$ cat src/rtl/secure_access_gate.sv
// Gate that forwards single requests to a secure register only for thread 0 and denies all other threads.
// Optional violation logging (viol_count, viol_last_tid) is enabled with `define SECURE_ACCESS_VIOLATION_LOG_EN.
module secure_access_gate #(
  parameter int DATA_WIDTH = 32,
  parameter int TID_WIDTH  = 4
`ifdef SECURE_ACCESS_VIOLATION_LOG_EN
  ,
  parameter int CNT_WIDTH  = 8
`endif
) (
  input  logic                  clk,
  input  logic                  rst,
  input  logic                  req_valid,
  output logic                  req_ready,
  input  logic                  req_write,
  input  logic [TID_WIDTH-1:0]  req_tid,
  input  logic [DATA_WIDTH-1:0] req_wdata,
  output logic                  reg_access_en,
  output logic                  reg_wr_en,
  output logic [TID_WIDTH-1:0]  reg_thread_id,
  output logic [DATA_WIDTH-1:0] reg_data_in,
  input  logic [DATA_WIDTH-1:0] reg_data_out,
  output logic                  rsp_valid,
  input  logic                  rsp_ready,
  output logic [DATA_WIDTH-1:0] rsp_rdata,
  output logic                  rsp_err,
  input  logic                  viol_clear,
  output logic                  viol_sticky
`ifdef SECURE_ACCESS_VIOLATION_LOG_EN
  ,
  output logic [CNT_WIDTH-1:0]  viol_count,
  output logic [TID_WIDTH-1:0]  viol_last_tid
`endif
);

  typedef enum logic [1:0] {IDLE, ISSUE, WAIT, RESP} state_t;

  state_t                state, next_state;
  logic                  cap_write;
  logic [TID_WIDTH-1:0]  cap_tid;
  logic [DATA_WIDTH-1:0] cap_wdata;
  logic                  accept, granted, denial, rsp_done;

  assign accept   = req_valid && req_ready;
  assign granted  = (cap_tid == '0);
  assign denial   = (state == ISSUE) && !granted;
  assign rsp_done = (state == RESP) && rsp_ready;

  always_ff @(posedge clk or posedge rst) begin
    if (rst) state <= IDLE;
    else     state <= next_state;
  end

  always_comb begin
    next_state = state;
    case (state)
      IDLE:    if (accept) next_state = ISSUE;
      ISSUE:   next_state = granted ? WAIT : RESP;
      WAIT:    next_state = RESP;
      RESP:    if (rsp_ready) next_state = IDLE;
      default: next_state = IDLE;
    endcase
  end

  // req_ready is masked by rst so every output reads 0 while reset is held.
  always_comb begin
    req_ready     = 1'b0;
    reg_access_en = 1'b0;
    reg_wr_en     = 1'b0;
    reg_thread_id = '0;
    reg_data_in   = '0;
    rsp_valid     = 1'b0;
    case (state)
      IDLE:  req_ready = !rst;
      ISSUE: if (granted) begin
        reg_access_en = 1'b1;
        reg_wr_en     = cap_write;
        reg_thread_id = cap_tid;
        reg_data_in   = cap_wdata;
      end
      RESP:  rsp_valid = 1'b1;
      default: ;
    endcase
  end

  // Request capture; later changes on the req_* inputs cannot reach an in-flight request.
  always_ff @(posedge clk or posedge rst) begin
    if (rst) begin
      cap_write <= 1'b0;
      cap_tid   <= '0;
      cap_wdata <= '0;
    end else if (accept) begin
      cap_write <= req_write;
      cap_tid   <= req_tid;
      cap_wdata <= req_wdata;
    end
  end

  // Response registers are cleared on handshake so they read 0 outside RESP.
  always_ff @(posedge clk or posedge rst) begin
    if (rst) begin
      rsp_rdata <= '0;
      rsp_err   <= 1'b0;
    end else if (denial) begin
      rsp_rdata <= '0;
      rsp_err   <= 1'b1;
    end else if (state == WAIT) begin
      rsp_rdata <= cap_write ? '0 : reg_data_out;
      rsp_err   <= 1'b0;
    end else if (rsp_done) begin
      rsp_rdata <= '0;
      rsp_err   <= 1'b0;
    end
  end

  always_ff @(posedge clk or posedge rst) begin
    if (rst)             viol_sticky <= 1'b0;
    else if (denial)     viol_sticky <= 1'b1;
    else if (viol_clear) viol_sticky <= 1'b0;
  end

`ifdef SECURE_ACCESS_VIOLATION_LOG_EN
  // A denial in the same cycle as a clear restarts the log at one entry.
  always_ff @(posedge clk or posedge rst) begin
    if (rst) begin
      viol_count    <= '0;
      viol_last_tid <= '0;
    end else if (denial) begin
      viol_last_tid <= cap_tid;
      if (viol_clear)             viol_count <= CNT_WIDTH'(1);
      else if (viol_count != '1)  viol_count <= viol_count + 1'b1;
    end else if (viol_clear) begin
      viol_count    <= '0;
      viol_last_tid <= '0;
    end
  end
`endif

endmodule
$ cat config.mk
export PLATFORM = sky130hd
export DESIGN_NAME = secure_access_gate
export DESIGN_NICKNAME = d
export VERILOG_FILES = /design/src/rtl/secure_access_gate.sv
export SDC_FILE = /design/constraint.sdc
export NUM_CORES = 1
export LEC_CHECK = 0
export BUFFER_PORTS_ARGS = -buffer_cell sky130_fd_sc_hd__buf_2
export CORE_UTILIZATION = 40
export DETAILED_ROUTE_END_ITERATION = 10
export PLACE_DENSITY = 0.73
export RECOVER_POWER = 25
export SLEW_MARGIN = 20
export SYNTH_ARGS = -nofsm -noshare
export SYNTH_HDL_FRONTEND = slang
export SYNTH_SLANG_ARGS = --single-unit
$ cat constraint.sdc
create_clock -name clk -period 2.5 [get_ports clk]
set_input_delay 0.375 -clock clk [delete_from_list [all_inputs] [get_ports clk]]
set_output_delay 0.375 -clock clk [all_outputs]
set_load 0.02 [all_outputs]
==> flow_results.org, run 1 <==
** Outcome
- Result of the run :: finished, final reports clean

** Global routing
- The total overflow left after global routing is 0.
- First-pass GRT wire length :: 11.8 mm
- Total GRT Usage :: 17.5%
- Pin count of the biggest net entering global routing :: 38
- Antenna violations before repair :: 0
- Number of global-route vias before repair :: 2431

** Floorplan
- Starting Density :: 42.1%
- Width of the die :: 93.1 µm
- In this run the count of I/O pins placed on the die edge is 148.
- The floorplan step defined a die boundary enclosing 8660 µm².
- Die outline height :: 93.1 µm
- The initialized floorplan defines 32 standard-cell rows.
- Placeable Area :: 7890 µm²

** Clocking
- Post-CTS timing repair inserted 0 buffers for setup.
- No sink is reached through more buffers than the 2 on the longest clock path.
- Number of hold-repair buffers added at the cts stage :: 0
- Clock tree from TritonCTS :: yes
- After clock tree synthesis, the clock-pin slew on the worst setup and hold paths is 80 ps.
- H-tree lvl count :: 3
- After clock tree synthesis, the repair step resized 0 gates.
- TritonCTS created 9 clock buffers.
- Clk_lat worst skew :: 340 ps
- CTS Root Buffer Type :: sky130_fd_sc_hd__clkbuf_8
- The tree built by TritonCTS fans out to 73 sinks.

** Logic synthesis
- Synthesis instantiated 24 different standard cells from the library.
- By area the synthesized netlist is led by sky130_fd_sc_hd__dfrtp_1, sky130_fd_sc_hd__mux2_4, sky130_fd_sc_hd__a22oi_1.
- A synthesized cell averages 12.8 µm².
- Part of the Yosys area used for sequential elements :: 55.1%
- Counting flops and latches in the post-synthesis netlist gives 73.
- Cell accounting for the most synthesized area :: sky130_fd_sc_hd__dfrtp_1
- The share of synthesized area in the top cell type comes to 55.1%.
- Synthesis produced 259 cells.
- The mapped netlist covers 3320 µm².
- Warnings, synthesis :: 0

** Timing
- Number of slew-limit violations in the final report :: 0
- Period Utilization, post-route :: 84.5%
- The clock arrives with 9.87 ps of skew.
- Final setup fails :: 0
- Setup repair after global routing left no endpoint under its margin.
- For the pin with the worst max-slew slack, the measured transition is 941 ps.
- Final Critical Period :: 2110 ps
- Maximum achievable frequency :: 473 MHz
- Setup_tns :: 0 ps
- Hold Fails Final Rpt :: 0
- Headroom to the max-slew limit came out at 37.2%.

** Layout
- Count of placed standard cells in the final layout, fillers left out :: 507
- # fillers :: 716
- Number of diodes :: 0
- Cells with a size suffix above 1 make up 49.4% of the layout.
- From synthesis to final layout, the design area changed by 31.0%.
- Layout net count :: 479

** Placed design
- The number of placed instances, taps included, is 491.
- Placer Congestion :: 0.696
- Detailed placement ended at an HPWL of 5.13 mm.
- Input and output buffers added on the ports amount to 143.

** Detailed routing
- After detailed routing, the number of remaining DRC violations is 0.
- After detailed routing, the total wire length is 7.39 mm.
- Count of nets left with antenna violations after detail routing :: 0
- For this run, the detailed router's first-pass iteration total came to 4.
- In the final routed layout, each cell accounts on average for 14.6 µm.
- The detailed router finished its first iteration with 102 violations.
- Detailed routing inserted a total of 2486 vias.
- Via-to-Cell Ratio :: 4.90

** Worst setup path
- Critical path required time :: 2120 ps
- Critical-path maximum fanout :: 34
- Setup Crit Path Kind :: reg2out
- At the worst endpoint, the arrival time is 1740 ps.
- Kind of capture point of the worst setup path :: output pin
- Measured in cells, the most critical reg-to-reg path has a length of 6.
- STA classifies the critical path startpoint as a register.

** Hold path
- The tightest min-delay check is of the in2async type.

** Pwr
- Leak pwr :: 0.00254 µW
- P per Cell Area :: 1310 nW/µm²
- Worst voltage drop across the vdd grid :: 0.672 mV

** Flow run
- Number of max-capacitance violations reported :: 0
logic make-up (layout without fill, tap and decap cells):
family / count (synthesis) / in the layout / share of synthesized area [%]
flops: 73 / 73 / 55.1
other cells: 1 / 4 / 0.113
fa+ha+maj: 5 / 5 / 1.89
mux: 38 / 38 / 16.3
compound gates: 40 / 40 / 9.20
simple gates: 74 / 74 / 12.1
buf+inv: 28 / 171 / 5.28
layout by cell type, fill, tap and decap left out, drive strengths merged:
cell      netlist  final
a2111oi         1      1
a211o           1      1
a21o            2      2
a21oi           3      3
a22oi          32     32
and2            1      1
and2b           1      1
and3           33     33
buf            13    149
bufinv          0      4
clkbuf         11     13
clkinvlp        0      1
conb            1      4
dfrtp          73     73
ha              5      5
inv             4      4
mux2           38     38
nand2           1      1
nand2b          2      2
nor2           33     33
nor2b           2      2
nor4            1      1
o41a            1      1
final timing paths:
path | startpoint | end | slack (ps)
setup / recovery | cap_tid[0] | reg_wr_en | 390
hold / removal | rst | cap_wdata[4] | 250
setup reg to reg | state[0] | cap_wdata[30] | 670
hold reg to reg | rsp_err | rsp_err | 480
max in group asynchronous | rst | rsp_rdata[6] | 850
min in group clk | req_wdata[31] | cap_wdata[31] | 250
final cells by class:
| class | instances | area (µm²) | share of cell area [%] |
|---|---|---|---|
| tap | 102 | 128 | 2.94 |
| clock buffer | 11 | 131 | 3.02 |
| sequential | 73 | 1830 | 42.0 |
| clock inverter | 5 | 128 | 2.94 |
| multi-input combinational | 161 | 1330 | 30.7 |
| timing repair buffer | 151 | 785 | 18.1 |
| inverter | 4 | 15.0 | 0.346 |
worst max-delay path, cell delays in order (launching register included):
cell	delay, ps
sky130_fd_sc_hd__dfrtp_1	420
sky130_fd_sc_hd__nor4_4	270
sky130_fd_sc_hd__buf_4	330
sky130_fd_sc_hd__and3_1	220
sky130_fd_sc_hd__buf_2	170
through the flow:
stage / util (%) / setup WS, ps / power (µW) / hold WS, ps / instance area (µm²)
floorplan: - / 272 / 3880 / 456 / 3330
global placement: 52.0 / 724 / 4470 / 458 / 4100
detailed placement: 52.0 / 673 / 4560 / 460 / 4100
CTS: 55.3 / 359 / 5770 / 105 / 4360
global route: 55.1 / 282 / 6080 / 236 / 4350
finish: 55.1 / 387 / 5700 / 247 / 4350
Yosys cell counts:
cell type / instances
sky130_fd_sc_hd__inv_1: 4
sky130_fd_sc_hd__and2_1: 1
sky130_fd_sc_hd__buf_6: 7
sky130_fd_sc_hd__a21o_1: 2
sky130_fd_sc_hd__dfrtp_1: 73
sky130_fd_sc_hd__nor2b_1: 2
sky130_fd_sc_hd__a22oi_1: 32
sky130_fd_sc_hd__and2b_2: 1
sky130_fd_sc_hd__a211o_1: 1
sky130_fd_sc_hd__buf_4: 4
sky130_fd_sc_hd__ha_1: 5
sky130_fd_sc_hd__a21oi_1: 3
sky130_fd_sc_hd__clkbuf_1: 11
sky130_fd_sc_hd__nand2b_1: 2
sky130_fd_sc_hd__a2111oi_2: 1
sky130_fd_sc_hd__mux2_1: 8
sky130_fd_sc_hd__nor2_1: 33
sky130_fd_sc_hd__nor4_4: 1
sky130_fd_sc_hd__o41a_1: 1
sky130_fd_sc_hd__and3_1: 33
sky130_fd_sc_hd__mux2_4: 30
sky130_fd_sc_hd__buf_2: 2
sky130_fd_sc_hd__nand2_4: 1
sky130_fd_sc_hd__conb_1: 1
registers in the layout (all words and copies together), names as in the netlist:
name         count
cap_tid          4
viol_sticky      1
cap_write        1
state            2
cap_wdata       32
rsp_err          1
rsp_rdata       32
where the power goes:
part	internal (µW)	switching, µW
logic	1040	1350
clock network	765	422
registers	1780	348
total	3580	2120
routing by layer:
| metal | up-vias | global-route usage, % | routed length [µm] |
|---|---|---|---|
| li1 | 1191 | - | - |
| met1 | 1214 | 22.6 | 3270 |
| met2 | 72 | 28.1 | 3670 |
| met3 | 9 | 4.47 | 339 |
| met4 | 0 | 6.92 | 110 |
| met5 | - | 0 | 0 |
No activity file was read; power rests on OpenSTA's default activity.
==> run 2, diff against run 1 <==
--- a/config.mk
+++ b/config.mk
@@ -8,7 +8,7 @@
 export BUFFER_PORTS_ARGS = -buffer_cell sky130_fd_sc_hd__buf_2
 export CORE_UTILIZATION = 40
 export DETAILED_ROUTE_END_ITERATION = 10
-export PLACE_DENSITY = 0.73
+export PLACE_DENSITY = 0.75
 export RECOVER_POWER = 25
 export SLEW_MARGIN = 20
 export SYNTH_ARGS = -nofsm -noshare
==> constraint.sdc (replaced) <==
create_clock -name clk -period 1.8 [get_ports clk]
set_input_delay 0.27 -clock clk [delete_from_list [all_inputs] [get_ports clk]]
set_output_delay 0.27 -clock clk [all_outputs]
set_load 0.02 [all_outputs]
==> run 2 against run 1 <==
The run now ends with negative setup slack left; die area stayed put; worst hold slack worse by 110 ps; clock power is 41% higher; wire length is 14% higher; sequential power is 41% higher; utilization is 6.0 points higher; critical path type unchanged.
==> flow_results.org, run 2 (synthesis gave the netlist of run 1 again) <==
** Outcome
- Result of the run :: complete, but fails checks
- Failing checks :: negative setup slack

** Timing
- Final Critical Period :: 1980 ps
- The smallest hold slack was 139 ps (-108 ps).
- Number of slew-limit violations in the final report :: 0 (unchanged)
- Hold Fails Final Rpt :: 0 (unchanged)
- Setup repair after global routing missed its margin :: yes
- The worst setup margin came to -175 ps (-563 ps).
- Clock Skew :: 8.77 ps (-1.10 ps)
- Based on the critical path, the design can be clocked at up to 506 MHz.
- Transition time at the pin with the least slew margin :: 1420 ps (+478 ps)
- The worst-case headroom to the max-slew limit was 5.44% (-32 points).
- Period Utilization, post-route :: 110%
- Final setup fails :: 34 (+34)

** Worst setup path
- Terminus of the critical flop-to-flop path :: cap_wdata[30]
- The worst setup path is captured at an output pin.
- The number of cells on the worst reg-to-reg path is 6 (unchanged).
- Critical path required time :: 1530 ps (-590 ps)
- The data arrival time of the critical path came to 1710 ps (-30 ps).
- Startpoint type of the worst setup path :: register
- The startpoint identified for the worst register-to-register timing path is state[0].
- The critical path goes through nor4_4, buf_4, buf_12, and3_1, buf_6.
- The delay contributed by the slowest stage of the critical path came to 440 ps (+20 ps).
- The worst-case register-to-register setup slack came to 70 ps (-600 ps).
- The worst-path maximum fanout came to 17 (-50%).
- The critical path is of the reg2out type.
- Critical path's slowest cell :: sky130_fd_sc_hd__dfrtp_1

** Detailed routing
- The total wire length is 8.39 mm (+14%).
- First drt pass iteration count :: 4 (unchanged)
- DRC violation count after routing :: 0 (unchanged)
- Total number of vias :: 2594 (+4.3%)
- The violation count after the first detailed-route iteration is 88 (-14%).
- The remaining antenna violation count after routing was 0 (unchanged).
- Average wire per standard cell :: 16.2 µm (+11%)
- The number of vias per cell is 5.00 (+1.9%).

** Clocking
- Number of hold-repair buffers added at the cts stage :: 0 (unchanged)
- The number of CTS-inserted buffers came to 9 (unchanged).
- Clock sinks :: 73 (unchanged)
- Clk buf depth :: 2 (unchanged)
- Clk_lat worst skew :: 340 ps (about the same)
- Clock tree from TritonCTS :: yes
- Clock transition at the registers of the reported paths :: 80 ps (about the same)
- The cell sitting at the root of the clock tree is a sky130_fd_sc_hd__clkbuf_8.
- The number of H-tree levels came to 3 (unchanged).

** Floorplan
- The vertical extent of the die is 93.1 µm (unchanged).
- Cell Rows :: 32 (unchanged)
- The total die area is 8660 µm² (unchanged).
- Starting Density :: 42.1% (unchanged)
- Boundary pin count :: 148 (unchanged)
- The width of the chip was 93.1 µm (unchanged).
- Placeable Area :: 7890 µm² (unchanged)

** Pwr
- The clock network power share came to 19.6% (-1.2 points).
- Internal power component :: 5410 µW (+51%)
- Power share of the sequential group :: 34.9% (-2.4 points)
- Combinational share of power :: 45.5% (+3.6 points)
- The peak supply drop is 0.786 mV (+17%).
- Switch share :: 36.8% (-0.33 points)
- The switching power summed over all nets is 3160 µW (+49%).
- P per Cell Area :: 1780 nW/µm² (+36%)
- Leak pwr :: 0.00261 µW (+2.5%)

** Layout
- The non-filler instance count after layout came to 519 (+2.4%).
- The library cells used most frequently in the layout, excluding fill and tap cells, are sky130_fd_sc_hd__buf_2, sky130_fd_sc_hd__dfrtp_1, sky130_fd_sc_hd__nor2_1.
- Most common cell after layout, fill and taps aside :: sky130_fd_sc_hd__buf_2
- The number of inserted filler cells in the final layout was 649 (-9.4%).
- From synthesis to final layout, the design area changed by 45.2%.
- In the final layout, the registers with the most flip-flops are cap_wdata: 32 flops, rsp_rdata: 32 flops, cap_tid: 4 flops.
- The final-stage net count was 491 (+2.5%).
- The proportion of layout cells with a drive suffix above 1 came to 55.5% (+6.1 points).

** Global routing
- Total GRT Usage :: 18.7% (+1.2 points)
- First-pass GRT wire length :: 12.4 mm (+5.4%)
- The number of antenna violations at the first check in global routing is 1 (+1).
- The number of global-route vias before repair came to 2533 (+4.2%).
- The largest net degree at the start of global routing is 48 (+26%).
- The total congestion overflow was 0 (unchanged).

** Hold path
- The worst hold path passes through 2 cells.
- Hold Startpoint :: req_tid[2]
- The path with the worst hold slack has its endpoint at cap_tid[2].
- The tightest min-delay check is of the in2reg type.

** Placed design
- Dpl cells :: 497 (+1.2%)
- The routability congestion estimate was 0.708 (+1.8%).
- Setup slack at placement :: 108 ps (-565 ps)
- The post-DP HPWL is 5.31 mm (+3.6%).
- The number of port buffers was 143 (unchanged).

** Flow run
- The number of max-capacitance violations reported was 0 (unchanged).
## run 2: cell types whose count changed in the layout (fill, tap and decap cells not counted), sizes merged
cell,previous run,this run
inv,4,3
buf,149,159
clkbuf,13,14
clkinvlp,1,2
diode,0,1
## run 2: area by class of cell
cell class | instances | area [µm²] | area share (%)
flip-flops and latches | 73 | 1830 | 38.0
multi-input cells | 161 | 1430 | 29.6
repair buffers | 163 | 1150 | 23.9
clock buffers | 10 | 138 | 2.86
clock inverters | 5 | 128 | 2.65
well taps | 102 | 128 | 2.65
inverters | 4 | 16.3 | 0.338
diodes | 1 | 2.50 | 0.0520
## run 2: metrics by stage
step / cell area (µm²) / utilization, % / total power, µW / TNS, ps
finish: 4820 / 61.1 / 8570 / -4990
global route: 4820 / 61.1 / 9100 / -7590
CTS: 4620 / 58.6 / 8370 / -3870
detailed placement: 4190 / 53.1 / 6550 / 0
global placement: 4190 / 53.1 / 6420 / 0
floorplan: 3330 / - / 5390 / 0
## run 2: power by group through the flow
stage	Combinational, µW	Sequential, µW	Clock, µW
4_1_cts	3690	2960	1730
3_5_place_dp	3580	2980	0
3_3_place_gp	3480	2950	0
6_report	3900	2990	1680
5_1_grt	4220	3090	1800
2_1_floorplan	2040	3360	0
## run 2: worst max-delay path by stage
stage               start               to  slack [ps]
6_report       cap_tid[3]  reg_data_in[18]        -180
5_1_grt        cap_tid[3]  reg_data_in[18]        -260
4_1_cts        cap_tid[0]  reg_data_in[31]        -140
3_5_place_dp     state[1]    cap_wdata[29]         110
3_3_place_gp     state[1]    cap_wdata[29]         170
2_1_floorplan    state[0]     cap_wdata[0]          90
## run 2: critical path, delay by kind of cell (launching register included)
family,cells,cell delay [ps]
simple gates,2,490
flops,1,440
buf+inv,3,430
## run 2: timing repair
item,CTS,global route
gates cloned,0,2
setup endpoints to repair,34,34
gates resized for setup,54,32
pin swaps,0,7
setup buffers,1,3
## run 2: per-layer routing
| layer | part of all wire (%) | global-route usage (%) | up-vias |
|---|---|---|---|
| met4 | 1.8 | 8.72 | 0 |
| li1 | - | - | 1213 |
| met2 | 53 | 30.9 | 89 |
| met3 | 3.9 | 4.55 | 12 |
| met1 | 42 | 23.1 | 1280 |
| met5 | 0 | 0 | - |
==> run 3, diff against run 2 <==
--- a/config.mk
+++ b/config.mk
@@ -6,9 +6,11 @@
 export NUM_CORES = 1
 export LEC_CHECK = 0
 export BUFFER_PORTS_ARGS = -buffer_cell sky130_fd_sc_hd__buf_2
+export CAP_MARGIN = 5
 export CORE_UTILIZATION = 40
+export CTS_CLUSTER_DIAMETER = 30
 export DETAILED_ROUTE_END_ITERATION = 10
-export PLACE_DENSITY = 0.75
+export PLACE_DENSITY = 0.73
 export RECOVER_POWER = 25
 export SLEW_MARGIN = 20
 export SYNTH_ARGS = -nofsm -noshare
==> constraint.sdc (replaced) <==
create_clock -name clk -period 2 [get_ports clk]
set_input_delay 0.3 -clock clk [delete_from_list [all_inputs] [get_ports clk]]
set_output_delay 0.3 -clock clk [all_outputs]
set_load 0.02 [all_outputs]
==> run 3 against run 2 <==
Flip-flop and latch count is the same; sequential power decreased by 11%; clock-buffer cell count did not move; critical endpoint unchanged; clock skew up 2.3 ps; global-route usage shrank 1.3 points; first-iteration DRC count increased by 30%; worst hold slack improved by 47 ps; design area fell by 2.6%; worst setup slack better by 210 ps; the flow finishes with violations (max-capacitance violations, max-slew violations); sequential share of layout area is 1.0 points higher; critical path depth did not move; highest routed layer unchanged; clock power is 10% lower.
==> flow_results.org, run 3 (synthesis gave the netlist of run 1 again) <==
** Outcome
- The flow ran to the end, but the final reports show violations.
- Failing checks :: max-capacitance violations, max-slew violations

** Placed design
- The instance area after placement was 4140 µm² (-1.1%).
- The number of port buffers was 143 (unchanged).
- Setup slack at placement :: 178 ps (+69.4 ps)
- HPWL Detailed :: 5.13 mm (-3.6%)
- The routability congestion estimate was 0.718 (+1.4%).

** Worst setup path
- Arrival time at the worst endpoint :: 1660 ps (-50 ps)
- The critical path in this run is classified as reg2out.
- The worst-path maximum fanout was 17 (unchanged).
- Kind of capture point of the worst setup path :: output pin
- Critical path required time :: 1700 ps (+170 ps)
- Startpoint type of the worst setup path :: register

** Layout
- Registers with the highest flip-flop counts :: cap_wdata: 32 flops, rsp_rdata: 32 flops, cap_tid: 4 flops
- Most frequent cells in the layout :: sky130_fd_sc_hd__buf_2, sky130_fd_sc_hd__dfrtp_1, sky130_fd_sc_hd__nor2_1
- The final-stage net count was 487 (-0.81%).
- Relative to the synthesized area, the layout overhead comes to 41.3%.
- The proportion of layout cells with a drive suffix above 1 was 52.4% (-3.1 points).
- Total non-filler cell area in the finished layout :: 4690 µm² (-2.6%)
- The post-route core utilization came to 59.4% (-1.6 points).
- Most common cell after layout, fill and taps aside :: sky130_fd_sc_hd__buf_2

** Clocking
- The clock-pin slew on the worst setup and hold paths is 70 ps (about the same).
- The number of sinks driven by the clock tree was 73 (unchanged).
- The number of CTS-inserted buffers is 9 (unchanged).
- The tree is rooted in a sky130_fd_sc_hd__clkbuf_8.
- TritonCTS built the clock tree.
- H-tree lvl count :: 3 (unchanged)
- The post-cts hold buffer count was 0 (unchanged).
- The clock latency on the worst-skew pair came to 330 ps (about the same).
- The number of buffers on the longest clock path was 2 (unchanged).

** Floorplan
- Full die area :: 8660 µm² (unchanged)
- Die outline height :: 93.1 µm (unchanged)
- The number of top-level pins came to 148 (unchanged).
- The width of the chip was 93.1 µm (unchanged).
- Starting Density :: 42.1% (unchanged)
- Cell Rows :: 32 (unchanged)
- Placeable Area :: 7890 µm² (unchanged)

** Timing
- In the finished design, the share of the clock period the worst path needs comes to 98.0%.
- Hold Fails Final Rpt :: 0 (unchanged)
- The final setup violation count is 0 (-100%).
- The worst setup margin came to 39.3 ps (+215 ps).
- Number of slew-limit violations in the final report :: 74 (+74)
- The worst-case headroom to the max-slew limit was -20.9% (-26 points).
- The clock skew after layout was 11.1 ps (+2.30 ps).
- For the finished layout, the period the worst path requires is 1960 ps.
- Setup repair after global routing could not meet its margin everywhere.
- Maximum achievable frequency :: 510 MHz
- The actual transition at the worst max-transition pin came to 1810 ps (+395 ps).

** Detailed routing
- First drt pass iteration count :: 4 (unchanged)
- The number of vias in the routed layout came to 2564 (-1.2%).
- The number of vias per cell is 4.98 (-0.39%).
- The violation count after the first detailed-route iteration came to 114 (+30%).
- The routed length on met1 came to 3.48 mm (-0.51%).
- Average wire per standard cell :: 15.3 µm (-5.1%)
- The remaining antenna violation count after routing is 0 (unchanged).
- Max Used Layer :: met4
- The total length of routed met2 wires is 4.00 mm (-9.4%).
- The met3 wirelength from detailed routing was 362 µm (+10%).
- Total routed wirelength :: 7.90 mm (-5.8%)
- DRC violation count after routing :: 0 (unchanged)

** Global routing
- Antenna violations before repair :: 1 (unchanged)
- Total GRT Usage :: 17.4% (-1.3 points)
- The number of global-route vias before repair was 2453 (-3.2%).
- The largest net degree at the start of global routing is 74 (+54%).
- The total congestion overflow is 0 (unchanged).
- The wire length of the first global-routing pass is 11.7 mm (-5.7%).

** Hold path
- The tightest min-delay check is of the in2reg type.

** Pwr
- The sum of internal, switching and leakage power came to 7500 µW (-12%).
- P per Cell Area :: 1600 nW/µm² (-10%)
- The peak supply drop came to 0.644 mV (-18%).
- The static leakage is 0.00260 µW (about the same).

** Flow run
- The number of max-capacitance violations reported was 1 (+1).
run 3: changes by cell type in the layout (fill, tap and decap cells not counted), moves of 2 or more:
cell | previous run | this run
sky130_fd_sc_hd__buf_12 | 5 | 3
sky130_fd_sc_hd__buf_6 | 32 | 27
sky130_fd_sc_hd__clkbuf_1 | 2 | 0
sky130_fd_sc_hd__and3_1 | 17 | 28
sky130_fd_sc_hd__and3_4 | 16 | 5
sky130_fd_sc_hd__buf_4 | 13 | 16
run 3: area by class of cell:
type / instances / area (µm²)
clock inverters: 5 / 128
well taps: 102 / 128
clock buffers: 10 / 138
multi-input cells: 161 / 1360
flip-flops and latches: 73 / 1830
repair buffers: 159 / 1090
diodes: 1 / 2.50
fillers: 664 / 3200
inverters: 4 / 18.8
run 3: metal layers:
metal | vias to the layer above | track usage (%)
met2 | 88 | 28.0
met3 | 5 | 3.33
met4 | 0 | 7.56
met5 | - | 0
li1 | 1203 | -
met1 | 1268 | 22.9
run 3: worst paths after layout:
check | startpoint | slack, ps | endpoint | cells past startpoint
setup reg to reg | state[0] | 180 | cap_wdata[29] | 6
setup / recovery | cap_tid[3] | 40 | reg_data_in[18] | 5
hold / removal | req_wdata[30] | 190 | cap_wdata[30] | 2
max in group asynchronous | rst | 270 | cap_wdata[24] | 3
min in group asynchronous | rst | 630 | cap_wdata[6] | 3
hold reg to reg | rsp_err | 480 | rsp_err | 1
run 3: worst max-delay path, stage by stage (launching register included):
cell and delay [ps]:
sky130_fd_sc_hd__dfrtp_1 420, sky130_fd_sc_hd__nor4_4 290, sky130_fd_sc_hd__buf_6 180, sky130_fd_sc_hd__buf_12 140, sky130_fd_sc_hd__and3_1 160, sky130_fd_sc_hd__buf_4 140
run 3: timing repair:
action,CTS,global route
cloned,0,3
endpoints found under the setup margin,16,34
gates resized for setup,2,75
pin swaps,0,2
setup buffers,0,2
run 3: report_power, final:
group,internal [µW],total [µW],switching [µW]
Combinational,1540,3330,1790
Sequential,2220,2660,442
Clock,983,1510,526
Total,4750,7500,2750
run 3: through the flow:
| step | std cells | setup TNS, ps | hold slack (ps) |
|---|---|---|---|
| after floorplan | 262 | 0 | 432 |
| after global placement | 494 | 0 | 455 |
| after detailed placement | 494 | 0 | 459 |
| after CTS | 509 | 0 | 95.2 |
| after global routing | 515 | -1400 | 181 |
| final | 515 | 0 | 186 |
